<file path="src/rtl/ca_pipe_pkg.sv">
// Shared definitions for the pipeline stall/flush sequencer: default register
// address width, the sequencer state type and the hazard-length encoding.
package ca_pipe_pkg;

   localparam int REG_AW_DEF = 5;

   typedef enum logic {
      IDLE = 1'b0,
      HOLD = 1'b1
   } stall_state_t;

   typedef logic [1:0] hz_len_t;

   localparam hz_len_t HZ_NONE = 2'd0;
   localparam hz_len_t HZ_ONE  = 2'd1;
   localparam hz_len_t HZ_TWO  = 2'd2;

endpackage : ca_pipe_pkg

</file>
<file path="src/rtl/hazard_len_calc.sv">
// Hazard length calculator: compares the ID-stage source registers against the
// destinations in ID/EX and EX/MEM and encodes how many stall cycles the
// instruction in ID needs. Register $zero never matches; Rt only counts when
// the instruction actually reads it.
module hazard_len_calc
   import ca_pipe_pkg::*;
#(
   parameter int REG_AW = REG_AW_DEF
) (
   input  logic [REG_AW-1:0] id_rs,
   input  logic [REG_AW-1:0] id_rt,
   input  logic              id_uses_rt,
   input  logic              id_is_branch,
   input  logic              ex_memread,
   input  logic              ex_regwrite,
   input  logic [REG_AW-1:0] ex_wreg,
   input  logic              mem_memread,
   input  logic [REG_AW-1:0] mem_wreg,
   output hz_len_t           hz_len
);

   logic match_ex_s;
   logic match_mem_s;

   // A source matches a destination only when equal and not $zero.
   function automatic logic reg_match(input logic [REG_AW-1:0] src,
                                      input logic [REG_AW-1:0] dst);
      return (src == dst) && (src != {REG_AW{1'b0}});
   endfunction

   // Source/destination matching against the EX and MEM destinations.
   always_comb begin
      match_ex_s  = 1'b0;
      match_mem_s = 1'b0;
      match_ex_s  = reg_match(id_rs, ex_wreg) ||
                    (id_uses_rt && reg_match(id_rt, ex_wreg));
      match_mem_s = reg_match(id_rs, mem_wreg) ||
                    (id_uses_rt && reg_match(id_rt, mem_wreg));
   end

   // Encode the stall length; a branch waiting on a load in EX needs two cycles.
   always_comb begin
      hz_len = HZ_NONE;
      if (id_is_branch && ex_memread && match_ex_s) begin
         hz_len = HZ_TWO;
      end else if (!id_is_branch && ex_memread && match_ex_s) begin
         hz_len = HZ_ONE;
      end else if (id_is_branch && ex_regwrite && !ex_memread && match_ex_s) begin
         hz_len = HZ_ONE;
      end else if (id_is_branch && mem_memread && match_mem_s) begin
         hz_len = HZ_ONE;
      end else begin
         hz_len = HZ_NONE;
      end
   end

endmodule : hazard_len_calc

</file>
<file path="src/rtl/pipeline_stall_ctrl.sv">
// Stall/flush sequencer for the 5-stage MIPS pipeline, sitting beside ID.
// Freezes PC and IF/ID, inserts ID/EX bubbles for load-use and branch-operand
// hazards, flushes IF/ID on taken branches and jumps, and freezes the whole
// front end while memory is not ready. A two-cycle stall is latched at
// detection time (IDLE -> HOLD) and is not re-evaluated while held.
// Optional build macro: STALL_STATS_EN adds saturating stall/flush counters;
// without it stall_cycles and flush_count are tied to zero.
module pipeline_stall_ctrl
   import ca_pipe_pkg::*;
#(
   parameter int REG_AW = REG_AW_DEF,
   parameter int STAT_W = 32
) (
   input  logic              clk,
   input  logic              rst_n,
   input  logic [REG_AW-1:0] id_rs,
   input  logic [REG_AW-1:0] id_rt,
   input  logic              id_uses_rt,
   input  logic              id_is_branch,
   input  logic              id_is_jump,
   input  logic              branch_taken,
   input  logic              ex_memread,
   input  logic              ex_regwrite,
   input  logic [REG_AW-1:0] ex_wreg,
   input  logic              mem_memread,
   input  logic [REG_AW-1:0] mem_wreg,
   input  logic              mem_wait,
   output logic              pc_write,
   output logic              ifid_write,
   output logic              idex_write,
   output logic              idex_noop,
   output logic              ifid_flush,
   output logic [STAT_W-1:0] stall_cycles,
   output logic [STAT_W-1:0] flush_count
);

   stall_state_t state_r;
   hz_len_t      hz_len_s;
   logic         stall_s;
   logic         flush_s;

   hazard_len_calc #(
      .REG_AW (REG_AW)
   ) u_hazard_len_calc (
      .id_rs        (id_rs),
      .id_rt        (id_rt),
      .id_uses_rt   (id_uses_rt),
      .id_is_branch (id_is_branch),
      .ex_memread   (ex_memread),
      .ex_regwrite  (ex_regwrite),
      .ex_wreg      (ex_wreg),
      .mem_memread  (mem_memread),
      .mem_wreg     (mem_wreg),
      .hz_len       (hz_len_s)
   );

   // Classify the current cycle; memory wait masks both stall and flush.
   always_comb begin
      stall_s = 1'b0;
      flush_s = 1'b0;
      if (mem_wait) begin
         stall_s = 1'b0;
         flush_s = 1'b0;
      end else if (state_r == HOLD) begin
         stall_s = 1'b1;
      end else if (hz_len_s != HZ_NONE) begin
         stall_s = 1'b1;
      end else begin
         flush_s = id_is_jump || (id_is_branch && branch_taken);
      end
   end

   // Stall sequencer: enter HOLD only for a two-cycle hazard; frozen during memory wait.
   always_ff @(posedge clk or negedge rst_n) begin
      if (!rst_n) begin
         state_r <= IDLE;
      end else if (mem_wait) begin
         state_r <= state_r;
      end else begin
         case (state_r)
            IDLE:    state_r <= (hz_len_s == HZ_TWO) ? HOLD : IDLE;
            HOLD:    state_r <= IDLE;
            default: state_r <= IDLE;
         endcase
      end
   end

   // Output decode; reset forces a frozen front end with a bubble into ID/EX.
   always_comb begin
      pc_write   = 1'b0;
      ifid_write = 1'b0;
      idex_write = 1'b0;
      idex_noop  = 1'b0;
      ifid_flush = 1'b0;
      if (!rst_n) begin
         idex_noop  = 1'b1;
      end else if (mem_wait) begin
         idex_noop  = 1'b0;
      end else if (stall_s) begin
         idex_write = 1'b1;
         idex_noop  = 1'b1;
      end else begin
         pc_write   = 1'b1;
         ifid_write = 1'b1;
         idex_write = 1'b1;
         ifid_flush = flush_s;
      end
   end

`ifdef STALL_STATS_EN
   logic [STAT_W-1:0] stall_cnt_r;
   logic [STAT_W-1:0] flush_cnt_r;

   // Saturating statistics counters; stall_s and flush_s are already masked by mem_wait.
   always_ff @(posedge clk or negedge rst_n) begin
      if (!rst_n) begin
         stall_cnt_r <= {STAT_W{1'b0}};
         flush_cnt_r <= {STAT_W{1'b0}};
      end else begin
         if (stall_s && (stall_cnt_r != {STAT_W{1'b1}})) begin
            stall_cnt_r <= stall_cnt_r + {{(STAT_W-1){1'b0}}, 1'b1};
         end else begin
            stall_cnt_r <= stall_cnt_r;
         end
         if (flush_s && (flush_cnt_r != {STAT_W{1'b1}})) begin
            flush_cnt_r <= flush_cnt_r + {{(STAT_W-1){1'b0}}, 1'b1};
         end else begin
            flush_cnt_r <= flush_cnt_r;
         end
      end
   end

   assign stall_cycles = stall_cnt_r;
   assign flush_count  = flush_cnt_r;
`else
   assign stall_cycles = {STAT_W{1'b0}};
   assign flush_count  = {STAT_W{1'b0}};
`endif

endmodule : pipeline_stall_ctrl
</file>
<file path="config.mk">
export PLATFORM = sky130hd
export DESIGN_NAME = pipeline_stall_ctrl
export DESIGN_NICKNAME = d
export VERILOG_FILES = /design/src/rtl/ca_pipe_pkg.sv /design/src/rtl/hazard_len_calc.sv /design/src/rtl/pipeline_stall_ctrl.sv
export SDC_FILE = /design/constraint.sdc
export NUM_CORES = 1
export LEC_CHECK = 0
export CELL_PAD_IN_SITES_DETAIL_PLACEMENT = 1
export CELL_PAD_IN_SITES_GLOBAL_PLACEMENT = 1
export CORE_AREA = 2 2 79 81
export DETAILED_ROUTE_END_ITERATION = 12
export DIE_AREA = 0 0 81 83
export GPL_ROUTABILITY_DRIVEN = 0
export PLACE_DENSITY_LB_ADDON = 0.1
export SLEW_MARGIN = 10
export SYNTH_ARGS = -nofsm -noshare
export SYNTH_HDL_FRONTEND = slang
export SYNTH_HIERARCHICAL = 1
export SYNTH_SLANG_ARGS = --single-unit
</file>
<file path="constraint.sdc">
create_clock -name clk -period 3.14 [get_ports clk]
set_input_delay 0.628 -clock clk [delete_from_list [all_inputs] [get_ports clk]]
set_output_delay 0.628 -clock clk [all_outputs]
set_load 0.1 [all_outputs]
</file>
==> summary.md <==
| Metric | Value |
|---|---|
| Routed length per instance | 10.0 um |
| Final setup violation count | 4 |
| Die X | slightly above 80 um |
| Initial antenna violation count | 0 |
| Hold Slack | about 0.56 ns |
| Post-Synth XOR/XNOR Area | roughly a fifth |
| Final WL | 2.44 mm |
| Area Growth Syn to Fin | 57.4% |
| Critical path type | input port to output pin |
| Detail Placement HPWL | 2.28 mm |
| Top cell type by total area after synthesis | buf_4 |
| Max VDD drop | 0.136 mV |
| Final period util | 109% |
| Overall routing resource usage | under 10% |
| Seq pwr share | approximately 2.6% |
| Full die area | slightly below 0.007 mm2 |
| Sequential fraction of the synthesis area | under 10% |
| FMAX | 0.291 GHz |
| Core Rows | 28 |
| Comb power frac | 97.4% |
| Count of cell types in the netlist | 25 |
| Failing checks | setup timing |
| Syn_area_per_cell | 7.85 um2 |
| Share of the synthesized area in the top cell type | a little over half |
| Status | finished, violations left |
| DR vias | about 750 |
| Worst slack at placement | -0.709 ns |
| Nets | 200 |
| WP data arrival | between 2 and 3 ns |
| Hold Vio Cnt, Final | 0 |
| Mapped Cells | approximately 120 |
| Fin worst setup slack | -0.298 ns |
| Initial Util | 15.7% |
| Slew Limit Fails | 0 |
| Largest register FFs | 1 |
| Post-route ant nets | 0 |
| Post-synthesis mux area share | 0% |
| First-pass GRT wire length | 3.61 mm |
| Layout cells sized above 1 | between 30 and 40% |
| Total grt overflow | 0 |
| Top reg by flops | state_r |
| Iter 0 DRT Violations | 1 |
| Pwr per Cell Area | between 300 and 400 mW/mm2 |
| Commonest cells post-synth | buf_4 (65), xnor2_1 (14), xor2_1 (6), nand2_1 (3), or4_1 (3) |
| Worst setup EP type | output pin |
| Io pins | just under 100 |
| Vias in the first global route | between 700 and 800 |
| Count of input and output buffers | 34 |
| Number of synthesis warnings | 6 |
| Mapped Area | 911 um2 |
| Die height | between 80 and 90 um |
| Synth Flop Type | dfrtp_1 |
| Max-cap viol count | 0 |
| #FFs+latches synth | 1 |
| Sw Pwr | ~420 uW |
| Filler cells | 724 |
| Simple-gate share of the synthesized area | 16.1% |
| Core area | 0.00582 mm2 |
| Skew-Pair Late Insertion Delay | 0 ns |
| Worst-path clk slew | 0 ns |
| RSZ-0062 raised after global routing | true |
| Critical-path maximum fanout | 3 |
| Worst setup SP type | input port |
| DRC violations left | 0 |
| Via/cell ratio | around 3 |
| Asr flop ratio synth | 100% |
| Post-synthesis compound-gate area fraction | about 7.6% |
| Post-synth EDFFs | 0 |
| Hold Path Class | register to register |
| Largest net degree at the start of global routing | 6 |
| Final Util | 24.7% |
| Count leader, synth | buf_4 |
| Largest family of logic cells by synthesized area | buffers and inverters |
| Clock share of power | 0% |
| DRT Pass-1 Iters | 2 |
| Biggest regs | state_r: 1 flops |
| Static Leak | 0.666 nW |
| Sw frac | between 80% and 90% |
| Final clock skew | 0 ns |
| Required @ worst endpoint | approximately 2.5 ns |
| N_diodes | 0 |
| Adder-cell share of the synthesized area | 0% |
| Synth top area cells | buf_4 (54%), xnor2_1 (13%), xor2_1 (5.8%), a2111oi_4 (3.0%), dfrtp_1 (2.7%) |
| Min cycle time layout | ~3.4 ns |
| Internal | slightly above 100 uW |
[timing repair]
item | CTS | global route
pin swaps | 26 | 11
endpoints found under the hold margin | 0 | 0
setup endpoints to repair | 4 | 4
resized for setup | 72 | 13
hold buffers | 0 | 0
setup buffers | 3 | 2
[final timing paths]
path                                      from                   to  slack, ns  cells past startpoint
max                                   id_rt[2]           ifid_write      -0.30                     10
min                        state_r$_DFFE_PN0N_  state_r$_DFFE_PN0N_       0.56                      2
max reg2reg                state_r$_DFFE_PN0N_  state_r$_DFFE_PN0N_       2.08                      2
min reg2reg                state_r$_DFFE_PN0N_  state_r$_DFFE_PN0N_       0.56                      2
max in group asynchronous                rst_n  state_r$_DFFE_PN0N_       2.09                      1
min in group asynchronous                rst_n  state_r$_DFFE_PN0N_       0.86                      1
[worst max-delay path: stages]
cell      delay, ns
buf_6          0.09
or4_4          0.54
o21ai_4        0.21
buf_6          0.11
or4_4          0.13
and2_4         0.15
a211oi_4       0.05
or3_4          0.37
nor3b_4        0.31
buf_12         0.22
[metrics by stage]
| stage | power (mW) | cell area [um2] | instances | TNS, ns |
|---|---|---|---|---|
| global route | 0.535 | 1430 | 243 | -1.48 |
| detailed placement | 0.509 | 1330 | 238 | -2.52 |
| global placement | 0.508 | 1330 | 238 | -2.39 |
| floorplan | 0.484 | 1230 | 179 | -1.99 |
| CTS | 0.514 | 1390 | 241 | -1.19 |
| finish | 0.520 | 1430 | 243 | -1.06 |
[power groups by stage]
stage          Combinational, mW  Clock [mW]  Sequential (mW)
2_1_floorplan              0.471           0           0.0135
3_3_place_gp               0.495           0           0.0135
3_5_place_dp               0.495           0           0.0135
4_1_cts                    0.501           0           0.0136
5_1_grt                    0.521           0           0.0136
6_report                   0.506           0           0.0136
[cell families after synthesis]
kind of cell | after synthesis
buf+inv | 66
simple gates | 21
xor+xnor | 20
compound gates | 7
flops | 1
other cells | 1
[layer usage]
metal  global-route usage, %  part of all wire (%)  vias up
met5                       0                     0        -
met2                    12.8                    55       49
li1                        -                     -      354
met1                    7.94                    37      344
met3                   0.326                   8.0        0
met4                       0                     0        0
[placed cells by master (no fill, tap or decap), types with 2 or more instances in the layout]
cell             count
xnor2_2              6
buf_4               16
nand4_1              2
clkdlybuf4s50_1      8
conb_1              64
nor4_4               2
nand2_1              2
dlygate4sd2_1        7
nand3_1              2
clkdlybuf4s15_1      2
xor2_1               6
xnor2_1              8
o21ai_4              2
buf_6               10
or4_4                4
buf_12               5
buf_2                6
[layout make-up]
type,count,area [um2],share of cell area (%)
repair buffers,54,524,36.6
inverters,1,3.75,0.262
well taps,75,93.8,6.54
multi-input cells,112,787,54.9
flip-flops and latches,1,25.0,1.75
No activity file was read; power rests on OpenSTA's default activity.
